<file path="src/rtl/pci_arbiter_rr_if.sv">
// Shared-bus view seen by the round-robin PCI arbiter: bus phase tracking inputs,
// per-agent REQ#/GNT# pairs and arbiter status. The master modport is the arbiter side.
interface pci_arbiter_rr_if #(
  parameter int N_REQ = 4,
  parameter int IDX_W = $clog2(N_REQ)
);
  logic             PCI_FRAMEn;
  logic             PCI_IRDYn;
  logic [N_REQ-1:0] PCI_REQn;
  logic [N_REQ-1:0] PCI_GNTn;
  logic [IDX_W-1:0] ARB_OWNER;
  logic             ARB_TIMEOUT;

  modport master (
    input  PCI_FRAMEn,
    input  PCI_IRDYn,
    input  PCI_REQn,
    output PCI_GNTn,
    output ARB_OWNER,
    output ARB_TIMEOUT
  );

  modport slave (
    output PCI_FRAMEn,
    output PCI_IRDYn,
    output PCI_REQn,
    input  PCI_GNTn,
    input  ARB_OWNER,
    input  ARB_TIMEOUT
  );
endinterface

</file>
<file path="src/rtl/pci_arbiter_rr.sv">
// Round-robin PCI arbiter: registered one-hot-low grants, forced turnaround, hidden
// arbitration and idle-bus grant timeout. Bus parking is enabled by PCI_ARB_PARK_EN.
module pci_arbiter_rr #(
  parameter int N_REQ       = 4,
  parameter int GNT_TIMEOUT = 16,
  parameter int PARK_AGENT  = 0,
  parameter int IDX_W       = $clog2(N_REQ)
) (
  input  logic                    PCI_CLK,
  input  logic                    PCI_RSTn,
  pci_arbiter_rr_if.master        bus,
  output logic [1:0]              o_state
);

  // Handshake: an agent holds REQ# low while it wants the bus; a low GNT# means it may
  // start FRAME# once the bus is idle. GNT# can be withdrawn at any time; an agent
  // already in a transfer finishes it under its own latency timer.
  typedef enum logic [1:0] {
    S_IDLE  = 2'd0,
    S_GRANT = 2'd1,
    S_XFER  = 2'd2,
    S_TURN  = 2'd3
  } state_t;

  localparam int               TMR_W    = $clog2(GNT_TIMEOUT) + 1;
  localparam logic [TMR_W-1:0] TMR_LAST = TMR_W'(GNT_TIMEOUT - 1);
  localparam logic [IDX_W-1:0] LAST_IDX = IDX_W'(N_REQ - 1);
`ifdef PCI_ARB_PARK_EN
  localparam logic [IDX_W-1:0] PARK_IDX = IDX_W'(PARK_AGENT);
`endif

  if (N_REQ < 2 || N_REQ > 16 || GNT_TIMEOUT < 1 || PARK_AGENT < 0 || PARK_AGENT >= N_REQ)
  begin : g_param_check
    $error("pci_arbiter_rr: parameter out of range");
  end

  state_t             r_state;
  logic [N_REQ-1:0]   r_gnt_n;
  logic [IDX_W-1:0]   r_owner;
  logic [IDX_W-1:0]   r_ptr;
  logic [TMR_W-1:0]   r_timer;
  logic               r_timeout;
  logic               r_bus_idle_q;

  logic               w_bus_idle;
  logic               w_start;
  logic               w_any_req;
  logic               w_owner_req;
  logic               w_other_req;
  logic [IDX_W-1:0]   w_winner;
  logic [IDX_W-1:0]   w_scan;
  logic               w_found;

  function automatic logic [N_REQ-1:0] gnt_of(input logic [IDX_W-1:0] idx);
    return ~({{(N_REQ-1){1'b0}}, 1'b1} << idx);
  endfunction

  assign w_bus_idle  = bus.PCI_FRAMEn & bus.PCI_IRDYn;
  assign w_start     = ~bus.PCI_FRAMEn & r_bus_idle_q;
  assign w_any_req   = ~&bus.PCI_REQn;
  assign w_owner_req = ~bus.PCI_REQn[r_owner];
  assign w_other_req = ~&(bus.PCI_REQn | ~gnt_of(r_owner));

  // First requester after the pointer, wrapping; the pointer holds the last agent served.
  always_comb begin
    w_winner = r_ptr;
    w_found  = 1'b0;
    w_scan   = '0;
    for (int k = 1; k <= N_REQ; k++) begin
      w_scan = IDX_W'((int'(r_ptr) + k) % N_REQ);
      if (!w_found && !bus.PCI_REQn[w_scan]) begin
        w_winner = w_scan;
        w_found  = 1'b1;
      end
    end
  end

  always_ff @(posedge PCI_CLK or negedge PCI_RSTn) begin
    if (!PCI_RSTn) begin
      r_state      <= S_IDLE;
      r_gnt_n      <= '1;
      r_owner      <= '0;
      r_ptr        <= LAST_IDX;
      r_timer      <= '0;
      r_timeout    <= 1'b0;
      r_bus_idle_q <= 1'b1;
    end else begin
      r_bus_idle_q <= w_bus_idle;
      r_timeout    <= 1'b0;
      case (r_state)
        S_IDLE: begin
`ifdef PCI_ARB_PARK_EN
          if (w_start && !r_gnt_n[PARK_IDX]) begin
            r_owner <= PARK_IDX;
            r_ptr   <= PARK_IDX;
            r_state <= S_XFER;
          end else if (w_any_req) begin
            // A live park grant must pass through TURN before another agent gets the bus.
            if (w_winner == PARK_IDX || r_gnt_n[PARK_IDX]) begin
              r_owner <= w_winner;
              r_gnt_n <= gnt_of(w_winner);
              r_timer <= '0;
              r_state <= S_GRANT;
            end else begin
              r_gnt_n <= '1;
              r_state <= S_TURN;
            end
          end else begin
            r_gnt_n <= gnt_of(PARK_IDX);
            r_owner <= PARK_IDX;
          end
`else
          if (w_any_req) begin
            r_owner <= w_winner;
            r_gnt_n <= gnt_of(w_winner);
            r_timer <= '0;
            r_state <= S_GRANT;
          end
`endif
        end

        S_GRANT: begin
          if (w_start) begin
            r_ptr   <= r_owner;
            r_state <= S_XFER;
          end else if (!w_owner_req) begin
            r_gnt_n <= '1;
            r_state <= S_TURN;
          end else if (w_bus_idle) begin
            // Only idle clocks count; a hidden grant waits out the previous transfer.
            if (r_timer == TMR_LAST) begin
              r_timeout <= 1'b1;
              r_ptr     <= r_owner;
              r_gnt_n   <= '1;
              r_state   <= S_TURN;
            end else begin
              r_timer <= r_timer + 1'b1;
            end
          end
        end

        S_XFER: begin
          if (w_other_req) begin
            r_gnt_n <= '1;
            r_state <= S_TURN;
          end else if (w_bus_idle) begin
            if (w_owner_req) begin
              r_timer <= '0;
              r_state <= S_GRANT;
            end else begin
              r_gnt_n <= '1;
              r_state <= S_TURN;
            end
          end
        end

        S_TURN: begin
          if (w_any_req) begin
            r_owner <= w_winner;
            r_gnt_n <= gnt_of(w_winner);
            r_timer <= '0;
            r_state <= S_GRANT;
          end else begin
            r_state <= S_IDLE;
          end
        end

        default: begin
          r_gnt_n <= '1;
          r_state <= S_IDLE;
        end
      endcase
    end
  end

  assign bus.PCI_GNTn    = r_gnt_n;
  assign bus.ARB_OWNER   = r_owner;
  assign bus.ARB_TIMEOUT = r_timeout;
  assign o_state         = r_state;

endmodule

</file>
<file path="src/flat_wrapper.sv">
// flat-port wrapper written by rule: the top's interface ports become plain ports
module pci_arbiter_rr_flat 
#(
  parameter int N_REQ       = 4,
  parameter int GNT_TIMEOUT = 16,
  parameter int PARK_AGENT  = 0,
  parameter int IDX_W       = $clog2(N_REQ)
)
  (PCI_CLK, PCI_RSTn, o_state, bus_PCI_FRAMEn, bus_PCI_IRDYn, bus_PCI_REQn, bus_PCI_GNTn, bus_ARB_OWNER, bus_ARB_TIMEOUT);
  pci_arbiter_rr_if #(.N_REQ(N_REQ), .IDX_W(IDX_W)) bus_i ();
  input  logic PCI_CLK;
  input  logic PCI_RSTn;
  output logic [1:0] o_state;
  input wire logic [$bits(bus_i.PCI_FRAMEn)-1:0] bus_PCI_FRAMEn;
  input wire logic [$bits(bus_i.PCI_IRDYn)-1:0] bus_PCI_IRDYn;
  input wire logic [$bits(bus_i.PCI_REQn)-1:0] bus_PCI_REQn;
  output wire logic [$bits(bus_i.PCI_GNTn)-1:0] bus_PCI_GNTn;
  output wire logic [$bits(bus_i.ARB_OWNER)-1:0] bus_ARB_OWNER;
  output wire logic [$bits(bus_i.ARB_TIMEOUT)-1:0] bus_ARB_TIMEOUT;
  assign bus_i.PCI_FRAMEn = bus_PCI_FRAMEn;
  assign bus_i.PCI_IRDYn = bus_PCI_IRDYn;
  assign bus_i.PCI_REQn = bus_PCI_REQn;
  assign bus_PCI_GNTn = bus_i.PCI_GNTn;
  assign bus_ARB_OWNER = bus_i.ARB_OWNER;
  assign bus_ARB_TIMEOUT = bus_i.ARB_TIMEOUT;
  pci_arbiter_rr #(.N_REQ(N_REQ), .GNT_TIMEOUT(GNT_TIMEOUT), .PARK_AGENT(PARK_AGENT), .IDX_W(IDX_W)) u_core (.PCI_CLK(PCI_CLK), .PCI_RSTn(PCI_RSTn), .bus(bus_i), .o_state(o_state));
endmodule
</file>
<file path="config.mk">
export PLATFORM = sky130hd
export DESIGN_NAME = pci_arbiter_rr_flat
export DESIGN_NICKNAME = d
export VERILOG_FILES = /design/src/rtl/pci_arbiter_rr_if.sv /design/src/rtl/pci_arbiter_rr.sv /design/src/flat_wrapper.sv
export SDC_FILE = /design/constraint.sdc
export NUM_CORES = 1
export LEC_CHECK = 0
export BUFFER_PORTS_ARGS = -buffer_cell sky130_fd_sc_hd__buf_4
export CAP_MARGIN = 20
export CORE_ASPECT_RATIO = 0.9
export CORE_MARGIN = 3
export CORE_UTILIZATION = 40
export CTS_BUF_LIST = sky130_fd_sc_hd__clkbuf_2 sky130_fd_sc_hd__clkbuf_4 sky130_fd_sc_hd__clkbuf_8
export DETAILED_ROUTE_END_ITERATION = 10
export HOLD_SLACK_MARGIN = 0.1
export PLACE_DENSITY = 0.67
export SETUP_SLACK_MARGIN = 0.2
export SYNTH_ARGS = -nofsm -noshare
export SYNTH_HDL_FRONTEND = slang
export SYNTH_SLANG_ARGS = --single-unit
</file>
<file path="constraint.sdc">
create_clock -name PCI_CLK -period 2.26 [get_ports PCI_CLK]
set_input_delay 0.113 -clock PCI_CLK [delete_from_list [all_inputs] [get_ports PCI_CLK]]
set_output_delay 0.113 -clock PCI_CLK [all_outputs]
set_load 0.01 [all_outputs]
</file>
* Word level (Yosys, flattened, before mapping)
Cells that the tools add are included.
** Word-level totals
- Register bits after elaboration :: 17
- Bits of input ports :: 8
- Output and inout port bits :: 9
** Operators by class
- Add/subtract/negate cells :: 5
- Magnitude comparators :: 5
- Equal/unequal tests :: 20
- Shift-type cells :: 2
- Mux-type cells :: 54
- Bitwise logic cells :: 8
- Reductions and logical operators :: 19
** Operators with widths (number)
- $mux W5 :: 8
- $mux W2 :: 16
- $mux W4 :: 8
- $reduce_and A4 Y1 :: 4
- $lt A2 B3 Y1 const B :: 5
- $pmux W5 S3 :: 1
- $mux W1 :: 14
- $ne A2 B2 Y1 const B :: 6
- $not A4 Y4 :: 3
- $pmux W4 S3 :: 1
- $bmux W1 S2 :: 5
- $ne A2 B1 Y1 const B :: 4
- $ne A4 B1 Y1 const B :: 2
- $pmux W2 S4 :: 1
- $reduce_and A8 Y1 :: 1
- $shl A1 B2 Y4 const A :: 2
- $ne A3 B1 Y1 const B :: 2
- $reduce_and A6 Y1 :: 1
- $add A5 B1 Y5 const B :: 1
- $eq A5 B4 Y1 const B :: 1
- $logic_not A1 Y1 :: 5
- $add A2 B1 Y2 const B :: 2
- $add A2 B2 Y2 const B :: 2
- $eq A2 B2 Y1 const B :: 2
- other kinds (11) :: 16

* Longest topological paths before layout
Gate-level depths: netlist of run 1.
- Depth after elaboration :: 16
- Depth in mapped cells :: 8
- Mapped depth without buffers :: 8

* Least setup slack after synthesis of run 1
OpenSTA, ideal clock, no wires.
- Kind :: register to register
- Start :: register u_core.r_owner[0] (netlist: u_core.bus.ARB_OWNER[0])
- End :: register u_core.r_timer[0]
- Data arrival time :: 1921 ps
- Required time :: 2132 ps
- Setup slack :: 211 ps
- Cell stages (with the launch flop) :: 6
- Buffers on the path :: 0
- Period minus slack after synthesis :: 2049 ps
- Path through :: dfrtp_1 -> mux4_2 -> o32ai_2 -> nand2_2 -> a21oi_2 -> mux2_1
** On the way
- Word-level cells in the longest chain between the ends :: 7
- Elaborated cells on any way between the ends :: 11
- Those cells by class :: 3 x eq/ne; 1 x shift; 2 x mux; 3 x bitwise; 2 x reduce/logical
** Ends and longest elaborated chain
- start: declaration :: line pci_arbiter_rr.sv:39 : logic [IDX_W-1:0] r_owner;
- start signal: assignment :: line pci_arbiter_rr.sv:114 : r_owner <= w_winner;
- start signal: assignment :: line pci_arbiter_rr.sv:159 : r_owner <= w_winner;
- $shl A1 B2 Y4 :: line pci_arbiter_rr.sv:55 : return ~({{(N_REQ-1){1'b0}}, 1'b1} << idx);
- $not A4 Y4 :: line pci_arbiter_rr.sv:55
- $not A4 Y4 :: line pci_arbiter_rr.sv:62 : assign w_other_req = ~&(bus.PCI_REQn | ~gnt_of(r_owner));
- $or A4 B4 Y4 :: line pci_arbiter_rr.sv:62
- $reduce_and A4 Y1 :: line pci_arbiter_rr.sv:62
- $ne A2 B1 Y1 (no line)
- $reduce_and A8 Y1 (no line) *
- end signal: assignment :: line pci_arbiter_rr.sv:137 : r_timer <= r_timer + 1'b1;
- end: declaration :: line pci_arbiter_rr.sv:41 : logic [TMR_W-1:0] r_timer;
Every way passes the cells marked *; elsewhere a longest branch is shown, timed or not. The select of a mux whose other input is x is not followed.
A chain may end at the register's enable or synchronous reset.

* Worst setup path in the final report of run 1
- Start :: register u_core.r_owner[0] (netlist: u_core.bus.ARB_OWNER[0])
- End :: register u_core.r_gnt_n[0] (netlist: u_core.bus.PCI_GNTn[0])
** On the way
- Word-level cells in the longest chain between the ends :: 7
- Elaborated cells on any way between the ends :: 16
- Those cells by class :: 4 x eq/ne; 1 x shift; 6 x mux; 3 x bitwise; 2 x reduce/logical
** Ends and longest elaborated chain
- $shl A1 B2 Y4 :: line pci_arbiter_rr.sv:55
- $not A4 Y4 :: line pci_arbiter_rr.sv:55
- $not A4 Y4 :: line pci_arbiter_rr.sv:62
- $or A4 B4 Y4 :: line pci_arbiter_rr.sv:62
- $reduce_and A4 Y1 :: line pci_arbiter_rr.sv:62
- $ne A3 B2 Y1 (no line), or another cell as far along
- $reduce_and A6 Y1 (no line) or $pmux W4 S3 (tied branches)
- end signal: assignment :: line pci_arbiter_rr.sv:115 : r_gnt_n <= gnt_of(w_winner);
- end signal: assignment :: line pci_arbiter_rr.sv:160 : r_gnt_n <= gnt_of(w_winner);
- end: declaration :: line pci_arbiter_rr.sv:38 : logic [N_REQ-1:0] r_gnt_n;
Several ways; a longest one is shown, not always the timed one. The select of a mux whose other input is x is not followed.

==> results of run 1 <==
==> final cells by class <==
cell class | count | share of cell area
inverter | 6 | 0.0144
clock buffer | 3 | 0.0144
sequential | 17 | 0.277
multi-input combinational | 92 | 0.528
clock inverter | 1 | 0.00479
tap | 40 | 0.0319
timing repair buffer | 26 | 0.129
==> worst max-delay path, delay by kind of cell (launching register included) <==
kind | cells | cell delay, ns
compound gates | 3 | 0.73
buf+inv | 1 | 0.17
mux | 1 | 0.31
flops | 1 | 0.43
simple gates | 1 | 0.26
==> registers in the layout, summed over array words and instances, names as in the netlist <==
name	cells
u_core.bus.ARB_TIMEOUT	1
u_core.r_bus_idle_q	1
u_core.bus.ARB_OWNER	2
u_core.r_ptr	2
u_core.r_timer	5
u_core.bus.PCI_GNTn	4
u_core.o_state	2
==> stage by stage <==
stage	util	instance area, µm²	total power (W)	hold slack [ns]	cells
4_1_cts	0.526	1490	0.00176	0.198	183
3_5_place_dp	0.489	1390	0.00146	-0.0130	173
5_1_grt	0.552	1570	0.00197	0.220	185
3_3_place_gp	0.489	1390	0.00142	-0.0107	173
6_report	0.552	1570	0.00182	0.207	185
2_1_floorplan	-	1230	0.00119	-0.183	120
==> Yosys cell counts (2+ instances only) <==
| master | instances | area (µm²) |
|---|---|---|
| and4b_1 | 2 | 20.0 |
| nand2b_1 | 6 | 37.5 |
| inv_1 | 6 | 22.5 |
| and3_1 | 3 | 18.8 |
| o31ai_1 | 2 | 15.0 |
| o211ai_1 | 2 | 15.0 |
| a2111oi_0 | 2 | 17.5 |
| mux2i_1 | 3 | 30.0 |
| nand3_1 | 5 | 25.0 |
| o21ai_0 | 3 | 15.0 |
| a211oi_1 | 2 | 15.0 |
| mux2_1 | 5 | 56.3 |
| mux2_2 | 3 | 33.8 |
| dfrtp_1 | 10 | 250 |
| dfstp_2 | 7 | 184 |
| or3b_2 | 2 | 17.5 |
| nand3b_1 | 3 | 22.5 |
| a21oi_1 | 2 | 10.0 |
| ha_1 | 7 | 87.6 |
| nor2b_1 | 3 | 18.8 |
| a211o_1 | 3 | 26.3 |
| nand2_1 | 7 | 26.3 |
| nor3b_1 | 2 | 15.0 |
| buf_2 | 3 | 15.0 |
| nor3_1 | 3 | 15.0 |
| nor2_1 | 4 | 15.0 |
==> cell families after synthesis <==
kind of cell | count (synthesis)
fa+ha+maj | 7
mux | 12
simple gates | 49
flops | 17
compound gates | 24
buf+inv | 11
==> path summary, 6_finish.rpt <==
| kind | endpoint | slack, ns |
|---|---|---|
| worst max-delay path | u_core.bus.PCI_GNTn[0]$_DFFE_PN1P_ | 0.30 |
| worst min register to register | u_core.r_timer[3]$_DFFE_PN0P_ | 0.55 |
| worst min-delay path | u_core.bus.ARB_OWNER[1]$_DFFE_PN0P_ | 0.21 |
| min in group PCI_CLK | u_core.bus.ARB_TIMEOUT$_DFF_PN0_ | 0.29 |
| max in group asynchronous | u_core.r_bus_idle_q$_DFF_PN1_ | 1.80 |
| worst max register to register | u_core.bus.PCI_GNTn[0]$_DFFE_PN1P_ | 0.30 |
==> layer usage <==
metal  GRT usage  vias up
li1            -      502
met3      0.0344        2
met4      0.0181        0
met2       0.253       14
met1       0.224      484
met5           0        -
==> power groups by stage <==
stage	clock network [W]	registers (W)	logic [W]
6_report	0.000171	0.000543	0.00110
3_3_place_gp	0	0.000538	0.000882
2_1_floorplan	0	0.000555	0.000639
5_1_grt	0.000195	0.000565	0.00121
3_5_place_dp	0	0.000547	0.000915
4_1_cts	0.000178	0.000540	0.00104
==> repair_timing <==
item,in CTS,in global routing
buffers inserted,3,2
pin swaps,4,4
cloned,0,0
hold buffers,3,0
hold endpoints to repair,18,0
setup endpoints to repair,7,13
gates resized for setup,6,13
==> results.md, run 1 <==
- Status: finished clean
- Kind of end point of the critical path: flop
- Compound-cell area share of the yosys netlist: 0.169
- Setup CP Type: reg2reg
- CP max-delay cell: dfrtp_1
- Period Utilization, post-route: 0.869
- Post-detail-place hpwl: 1900 µm
- Top Layer Used: met4
- Largest family of logic cells by synthesized area: simple AND/OR/NAND/NOR gates
- Commonest cells after routing, fill and taps aside: buf_4 (23), dfrtp_1 (10), nand2_1 (7), dfstp_2 (7)
- Port Buffers: 16
- DP Worst Slack: 0.111 ns
- Reg area: 434 µm²
- IO Count: 17
- Vias in the first global route: 987
- Layout cell share with drive strength beyond 1: 0.414
- Sequential fraction of the synthesis area: 0.353
- Total routed wirelength: 2720 µm
- Register bit total from synthesis: 17
- Cell variety after synth: 46
- Slew Limit Fails: 0
- FFs w/ async S/R, synth: 1.00
- Avg Cell Area, Syn: 10.3 µm²
- Routability Congestion: 0.779
- CP required: 2.50 ns
- Setup TNS: 0 ns
- Worst R2R Path Depth: 6
- Die Y: 58.6 µm
- First-pass GRT wire length: 4690 µm
- Crit-path max FO: 7
- Ys Warns: 0
- Hold Fails Final Rpt: 0
- Clock Skews: 0.00650 ns
- Final worst setup slack: 0.296 ns
- Worst Tran Pin Value: 0.428 ns
- Slew headroom: 0.712
- Via/cell ratio: 5.42
- Comb pwr share: 0.607
- CP peak stage delay: 0.43 ns
- Initial core utilization: 0.434
- Post-Synthesis Net Count: 135
- Clk buf depth: 2
- 1st-iter DRT viols: 35
- Maximum clock rate: 509 MHz
- VDD IR max: 690 µV
- MaxCap Viol Count: 0
- Routed vias: 1002
- DRT Pass-1 Iters: 4
- Synth Cell Area: 1230 µm²
- # diodes: 0
- Post-synth EDFFs: 0
- CP startpoint: u_core.bus.ARB_OWNER[0]$_DFFE_PN0P_
- Clock share of power: 0.094
- RSZ-0062 raised after global routing: no
- Sink Count: 17
- ANT nets after route: 0
- Leak pwr: 0.680 nW
- Final min period: 1.96 ns
- Pin count of the biggest net entering global routing: 18
- Multi-input logic area: 828 µm²
- Core footprint: 2840 µm²
- Sw Share: 0.404
- Arrival time at the worst endpoint: 2.20 ns
- Die Wd: 64.5 µm
- NetSw: 0.000735 W
- TritonCTS Buffers: 3
- Wire length on met3: 75 µm
- Ys flop type: dfrtp_1
- Xor/xnor share of the synthesized area: 0
- Power density cells: 1160 nW/µm²
- Global route overflow: 0
- Post-synthesis mux area share: 0.116
- Crit path cell chain: buf_4 > and4_2 > o31ai_4 > a21boi_2 > a211o_4 > mux2_4
- Worst setup SP type: flop
- Nets: 161
- CTS HTree Levels: 1
- Clock tree root buffer cell: clkbuf_4
- Gr usage total: 0.157
- Initial antenna violation count: 0
- Die ar.: 3780 µm²
- CTS tree: yes
- Reg2reg start: u_core.bus.ARB_OWNER[0]$_DFFE_PN0P_
- CTS clk-pin slew, worst paths: 0.11 ns
- Sequential share of power: 0.299
- Most common cell after layout, fill and taps aside: buf_4
- Adder-Cell Fraction of Synth Area: 0.0711
- Simple-gate share of the synthesized area: 0.249
- # DRC: 0
- Routed len/inst: 14.7 µm
- Hold crit path type: in2async
- # setup viols final: 0
- Metal-1 WL: 1300 µm
- Synth Instances: 120
- Area Overhead vs Synth: 27.3%
- FP Rows: 18
- Fillers: 258
- Clock latency on the worst-skew pair: 0.30 ns
- WL met2: 1330 µm
- Cell-internal power: 0.00108 W
No activity file was read; power rests on OpenSTA's default activity.
==> run 2, diff against run 1 <==
--- a/config.mk
+++ b/config.mk
@@ -7,13 +7,13 @@
 export LEC_CHECK = 0
 export BUFFER_PORTS_ARGS = -buffer_cell sky130_fd_sc_hd__buf_4
 export CAP_MARGIN = 20
-export CORE_ASPECT_RATIO = 0.9
+export CORE_ASPECT_RATIO = 1.25
 export CORE_MARGIN = 3
 export CORE_UTILIZATION = 40
 export CTS_BUF_LIST = sky130_fd_sc_hd__clkbuf_2 sky130_fd_sc_hd__clkbuf_4 sky130_fd_sc_hd__clkbuf_8
 export DETAILED_ROUTE_END_ITERATION = 10
 export HOLD_SLACK_MARGIN = 0.1
-export PLACE_DENSITY = 0.67
+export PLACE_DENSITY_LB_ADDON = 0.15
 export SETUP_SLACK_MARGIN = 0.2
 export SYNTH_ARGS = -nofsm -noshare
 export SYNTH_HDL_FRONTEND = slang
==> run 2 against run 1 <==
Non-clock buffer count is 3 higher; die area hardly changed; cell area is 1.7% lower; utilization is 0.42 points lower; count of clock-buffer cells in the layout stayed put; fmax is 2.8% lower; critical path type unchanged; largest cell class unchanged.
==> results.md, run 2 (synthesis gave the netlist of run 1 again) <==
- Status: finished clean
- Arrival time at the worst endpoint: 2.22 ns (+0.02 ns)
- ANT nets after route: 0 (unchanged)
- Routed len/inst: 15.7 µm (+6.7%)
- Cell-internal power: 0.00111 W (+2.8%)
- Maximum clock rate: 495 MHz (-2.8%)
- Worst Tran Pin Value: 0.412 ns (-0.0160 ns)
- Comb pwr share: 0.609 (+0.002)
- Power density cells: 1210 nW/µm² (+4.3%)
- Reg2reg start: u_core.r_timer[0]$_DFFE_PN0P_
- M3 GR Usage: 0.0208 (-0.0136)
- Hold Fails Final Rpt: 0 (unchanged)
- Reg2reg setup slack: 0.24 ns (-0.06 ns)
- Setup TNS: 0 ns (unchanged)
- CTS clk-pin slew, worst paths: 0.11 ns (about the same)
- 1st-iter DRT viols: 21 (-40%)
- Nets: 164 (+1.9%)
- Pin count of the biggest net entering global routing: 18 (unchanged)
- Most common cell after layout, fill and taps aside: buf_4
- Design area: 1540 µm² (-1.7%)
- Initial antenna violation count: 0 (unchanged)
- GRT met2 Usage: 0.287 (+0.0340)
- Sink Count: 17 (unchanged)
- Clock latency on the worst-skew pair: 0.30 ns (about the same)
- IO Count: 17 (unchanged)
- Crit path cell chain: ha_4 > and3_1 > ha_2 > o32ai_2 > nand2_2 > a21oi_4 > mux2_4
- First-pass GRT wire length: 4650 µm (-0.75%)
- GR Util met1: 0.170 (-0.0534)
- Worst R2R Path Depth: 7 (+1)
- Global route overflow: 0 (unchanged)
- Layout cell share with drive strength beyond 1: 0.378 (-0.0354)
- VDD IR max: 617 µV (-11%)
- Die Wd: 55.6 µm (-14%)
- TritonCTS Buffers: 3 (unchanged)
- Clock tree root buffer cell: clkbuf_4
- FP Rows: 21 (+3)
- Setup CP Type: reg2reg
- Routability Congestion: 0.851 (+9.2%)
- End point of the critical path: u_core.r_timer[0]$_DFFE_PN0P_
- Via/cell ratio: 5.81 (+7.3%)
- Max reg flops: 5 (unchanged)
- Clock share of power: 0.096 (+0.002)
- # diodes: 0 (unchanged)
- CP max-delay cell: dfrtp_1
- Period Utilization, post-route: 0.894 (+0.0246)
- Commonest cells after routing, fill and taps aside: buf_4 (25), dfrtp_1 (9), nand2_1 (7), dfstp_2 (7)
- Clk buf depth: 2 (unchanged)
- Vias in the first global route: 1065 (+7.9%)
- Largest Register: u_core.r_timer
- Area Overhead vs Synth: 25.2%
- CTS HTree Levels: 1 (unchanged)
- Kind of end point of the critical path: flop
- Crit-path max FO: 4 (-3)
- CTS tree: yes
- Die ar.: 3780 µm² (about the same)
- # DRC: 0 (unchanged)
- Worst setup SP type: flop
- CP bufs+invs: 0 (-1)
- Crit. path cell count: 7 (+1)
- NetSw: 0.000751 W (+2.2%)
- DRT Pass-1 Iters: 4 (unchanged)
- Hold crit path type: in2async
- Leak pwr: 0.685 nW (+0.79%)
- Sw Share: 0.403 (-0.00151)
- Total routed wirelength: 2860 µm (+5.0%)
- Core footprint: 2810 µm² (-0.93%)
- CP peak stage delay: 0.43 ns (about the same)
- CP top delay family: compound AO/OA/AOI/OAI gates
- Gr usage total: 0.155 (-0.00146)
- Placed cell area: 1380 µm² (-0.54%)
- GRT busiest layer: met2
- Sequential share of power: 0.295 (-0.004)
- Routed vias: 1058 (+5.6%)
- CP startpoint: u_core.r_timer[0]$_DFFE_PN0P_
- Post-detail-place hpwl: 1960 µm (+3.0%)
- CP required: 2.46 ns (-0.04 ns)
- # setup viols final: 0 (unchanged)
- Reg-to-reg endpoint: u_core.r_timer[0]$_DFFE_PN0P_
- Slew Limit Fails: 0 (unchanged)
- Port Buffers: 16 (unchanged)
- RSZ-0062 raised after global routing: yes
- Die Y: 68.0 µm (+16%)
- Fillers: 259 (+0.39%)
- MaxCap Viol Count: 0 (unchanged)
- Clock Skews: 0.00269 ns (-0.00381 ns)
- Slew headroom: 0.723 (+0.0107)
- Final min period: 2.02 ns (+0.0556 ns)
- Initial core utilization: 0.438 (+0.00405)
## run 2: through the flow
| stage | worst slack (ns) | hold slack [ns] | power [W] | std cells | utilization |
|---|---|---|---|---|---|
| finish | 0.240 | 0.195 | 0.00186 | 182 | 0.548 |
| global route | 0.144 | 0.198 | 0.00201 | 182 | 0.548 |
| CTS | 0.216 | 0.197 | 0.00172 | 178 | 0.525 |
| detailed placement | 0.105 | -0.00602 | 0.00146 | 167 | 0.490 |
| global placement | 0.178 | -0.0131 | 0.00143 | 167 | 0.490 |
| floorplan | 0.211 | -0.183 | 0.00119 | 120 | - |
## run 2: repair_timing
action | 4_1_cts | 5_1_grt
pin swaps | 3 | 7
hold buffers | 3 | 0
setup buffers | 4 | 4
hold endpoints to repair | 18 | 0
gates resized for setup | 1 | 11
endpoints found under the setup margin | 7 | 9
## run 2: metal layers
metal	part of all wire	routed length, µm	up-vias
met5	0	0	-
met1	0.42	1200	510
met3	0.041	116	10
li1	-	-	506
met2	0.51	1460	32
met4	0.030	87	0
## run 2: final cells by class
cell class	instances	area, µm²	share of cell area
well taps	34	42.5	0.0276
clock inverters	1	7.51	0.00487
clock buffers	3	22.5	0.0146
repair buffers	29	229	0.149
multi-input cells	92	782	0.507
flip-flops and latches	17	435	0.282
inverters	6	22.5	0.0146
## run 2: worst register-to-register path, cell delays in order, from the launching register on
cell,delay (ns)
dfrtp_1,0.43
ha_4,0.18
and3_1,0.18
ha_2,0.19
o32ai_2,0.29
nand2_2,0.15
a21oi_4,0.18
mux2_4,0.32
## run 2: worst min-delay path by stage
stage	from	to	slack, ns	cells past startpoint
global placement	PCI_RSTn	u_core.r_timer[3]$_DFFE_PN0P_	-0.01	1
CTS	PCI_RSTn	u_core.r_timer[3]$_DFFE_PN0P_	0.20	2
global route	PCI_RSTn	u_core.r_timer[1]$_DFFE_PN0P_	0.20	2
detailed placement	PCI_RSTn	u_core.r_timer[3]$_DFFE_PN0P_	-0.006	1
floorplan	PCI_RSTn	u_core.bus.ARB_OWNER[0]$_DFFE_PN0P_	-0.18	0
finish	PCI_RSTn	u_core.r_timer[3]$_DFFE_PN0P_	0.20	2
## run 2: power by group through the flow
stage                     clock (W)  combinational [W]  sequential (W)
after global placement            0           0.000893        0.000539
after floorplan                   0           0.000639        0.000555
after detailed placement          0           0.000912        0.000552
final                      0.000179            0.00113        0.000550
after CTS                  0.000183           0.000994        0.000539
after global routing       0.000197            0.00125        0.000565
==> run 3, diff against run 2 <==
--- a/config.mk
+++ b/config.mk
@@ -7,6 +7,8 @@
 export LEC_CHECK = 0
 export BUFFER_PORTS_ARGS = -buffer_cell sky130_fd_sc_hd__buf_4
 export CAP_MARGIN = 20
+export CELL_PAD_IN_SITES_DETAIL_PLACEMENT = 1
+export CELL_PAD_IN_SITES_GLOBAL_PLACEMENT = 1
 export CORE_ASPECT_RATIO = 1.25
 export CORE_MARGIN = 3
 export CORE_UTILIZATION = 40
@@ -14,7 +16,6 @@
 export DETAILED_ROUTE_END_ITERATION = 10
 export HOLD_SLACK_MARGIN = 0.1
 export PLACE_DENSITY_LB_ADDON = 0.15
-export SETUP_SLACK_MARGIN = 0.2
 export SYNTH_ARGS = -nofsm -noshare
 export SYNTH_HDL_FRONTEND = slang
 export SYNTH_SLANG_ARGS = --single-unit
==> run 3 against run 2 <==
Sequential power is essentially flat; global-route usage grew 1.9 points; routed wire length is 4.3% higher; hold slack improved by 0.0067 ns; critical path depth increased by 1; first-iteration DRC count is 24% higher; die area is the same; register-to-register slack got worse by 0.11 ns; fmax is 5.2% lower; power decreased by 8.7%; largest cell class unchanged; largest power group unchanged.
==> results.md, run 3 (synthesis gave the netlist of run 1 again) <==
- Total routed wirelength: 2980 µm (+4.3%)
- Port Buffers: 16 (unchanged)
- Status: finished clean
- Routed len/inst: 16.8 µm (+7.3%)
- CP required: 2.49 ns (+0.03 ns)
- Clock Skews: 0.00300 ns (+0.000314 ns)
- ANT nets after route: 0 (unchanged)
- Setup TNS: 0 ns (unchanged)
- Clk buf depth: 2 (unchanged)
- Largest Register: u_core.r_timer
- Layout cell share with drive strength beyond 1: 0.315 (-0.0637)
- TritonCTS Buffers: 3 (unchanged)
- # setup viols final: 0 (unchanged)
- Hold crit path type: in2async
- Hold Fails Final Rpt: 0 (unchanged)
- Leak pwr: 0.658 nW (-3.9%)
- Gr usage total: 0.174 (+0.0189)
- Nets: 159 (-3.0%)
- Slew headroom: 0.695 (-0.0280)
- # diodes: 0 (unchanged)
- RSZ-0062 raised after global routing: no
- Reg2reg start: u_core.r_timer[0]$_DFFE_PN0P_
- Slew Limit Fails: 0 (unchanged)
- Routability Congestion: 0.805 (-5.3%)
- Die Wd: 55.6 µm (unchanged)
- Worst Tran Pin Value: 0.454 ns (+0.0417 ns)
- Maximum clock rate: 469 MHz (-5.2%)
- Commonest cells after routing, fill and taps aside: buf_4 (21), dfrtp_1 (10), nand2_1 (7), ha_1 (7), dfstp_2 (7)
- CTS clk-pin slew, worst paths: 0.11 ns (about the same)
- Clock tree root buffer cell: clkbuf_4
- IO Count: 17 (unchanged)
- FP Rows: 21 (unchanged)
- # DRC: 0 (unchanged)
- First-pass GRT wire length: 5190 µm (+12%)
- Die Y: 68.0 µm (unchanged)
- Vias in the first global route: 1124 (+5.5%)
- Kind of end point of the critical path: flop
- Crit-path max FO: 4 (unchanged)
- CTS HTree Levels: 1 (unchanged)
- Initial antenna violation count: 0 (unchanged)
- Fillers: 324 (+25%)
- Post-detail-place hpwl: 2230 µm (+14%)
- Setup CP Type: reg2reg
- Initial core utilization: 0.438 (unchanged)
- Die ar.: 3780 µm² (unchanged)
- Area Overhead vs Synth: 18.8%
- Pin count of the biggest net entering global routing: 18 (unchanged)
- Post-route insts no fill: 177 (-2.7%)
- VDD IR max: 609 µV (-1.3%)
- CTS tree: yes
- Global route overflow: 0 (unchanged)
- Most common cell after layout, fill and taps aside: buf_4
- Routed vias: 1048 (-0.95%)
- 1st-iter DRT viols: 26 (+24%)
- CP startpoint: u_core.r_timer[0]$_DFFE_PN0P_
- DP Cell Count: 169 (+1.2%)
- Sink Count: 17 (unchanged)
- MaxCap Viol Count: 0 (unchanged)
- Via/cell ratio: 5.92 (+1.9%)
- Period Utilization, post-route: 0.943 (+0.0493)
- Final min period: 2.13 ns (+0.112 ns)
- Worst setup SP type: flop
- Clock latency on the worst-skew pair: 0.30 ns (about the same)
- Max reg flops: 5 (unchanged)
- Core footprint: 2810 µm² (unchanged)
- DRT Pass-1 Iters: 4 (unchanged)
- Power density cells: 1160 nW/µm² (-3.8%)
- Arrival time at the worst endpoint: 2.36 ns (+0.14 ns)
==> run 3: cell count changes in the layout (fill, tap and decap cells not counted), moves of 2 or more <==
cell    change
mux2_1      +2
ha_1        +3
buf_4       -4
mux2_4      -2
ha_2        -2
==> run 3: worst paths after layout <==
path	end	slack (ns)	depth (start not counted)
worst max register to register	u_core.bus.PCI_GNTn[1]$_DFFE_PN1P_	0.13	8
worst max-delay path	u_core.bus.PCI_GNTn[1]$_DFFE_PN1P_	0.13	8
worst min register to register	u_core.r_timer[4]$_DFFE_PN0P_	0.53	2
min in group PCI_CLK	u_core.bus.ARB_TIMEOUT$_DFF_PN0_	0.30	4
worst min-delay path	u_core.r_timer[2]$_DFFE_PN0P_	0.20	2
max in group asynchronous	u_core.r_ptr[0]$_DFFE_PN1P_	1.80	2
==> run 3: timing repair <==
| item | 4_1_cts | 5_1_grt |
|---|---|---|
| hold endpoints to repair | 18 | 0 |
| hold buffers | 3 | 0 |
| endpoints found under the setup margin | 0 | 1 |
| setup buffers | 0 | 1 |
| resized for setup | 0 | 1 |
==> run 3: stage by stage <==
stage          setup slack, ns  hold WS (ns)   util  total power [W]  area (µm²)
2_1_floorplan            0.211        -0.183      -          0.00119        1230
3_3_place_gp             0.205       -0.0114  0.496          0.00147        1390
3_5_place_dp             0.165      -0.00889  0.496          0.00151        1390
4_1_cts                  0.145         0.191  0.516          0.00169        1450
5_1_grt                0.00500         0.221  0.520          0.00187        1460
6_report                 0.129         0.202  0.520          0.00170        1460
==> run 3: power by group <==
group,internal [W],switching [W]
logic,0.000497,0.000482
registers,0.000430,0.000124
clock network,0.0000659,0.000104
==> run 3: area by class of cell <==
| type | instances | area [µm²] | share of cell area |
|---|---|---|---|
| clock buffers | 3 | 22.5 | 0.0154 |
| clock inverters | 1 | 5.00 | 0.00342 |
| inverters | 6 | 22.5 | 0.0154 |
| multi-input cells | 92 | 748 | 0.512 |
| flip-flops and latches | 17 | 434 | 0.297 |
| well taps | 34 | 42.5 | 0.0291 |
| repair buffers | 24 | 188 | 0.128 |
==> run 3: layer usage <==
layer | track usage | share of wire | vias to the layer above
met1 | 0.194 | 0.42 | 519
met3 | 0.0208 | 0.035 | 8
li1 | - | - | 497
met4 | 0.0760 | 0.021 | 0
met2 | 0.334 | 0.52 | 24
met5 | 0 | 0 | -
==> run 3: worst max-delay path, stage by stage (launching register included) <==
cell,delay [ns]
dfrtp_1,0.43
ha_1,0.24
and3_1,0.20
ha_1,0.23
nand3_1,0.12
nand2_1,0.08
o211ai_1,0.16
a211o_1,0.25
mux2_1,0.35
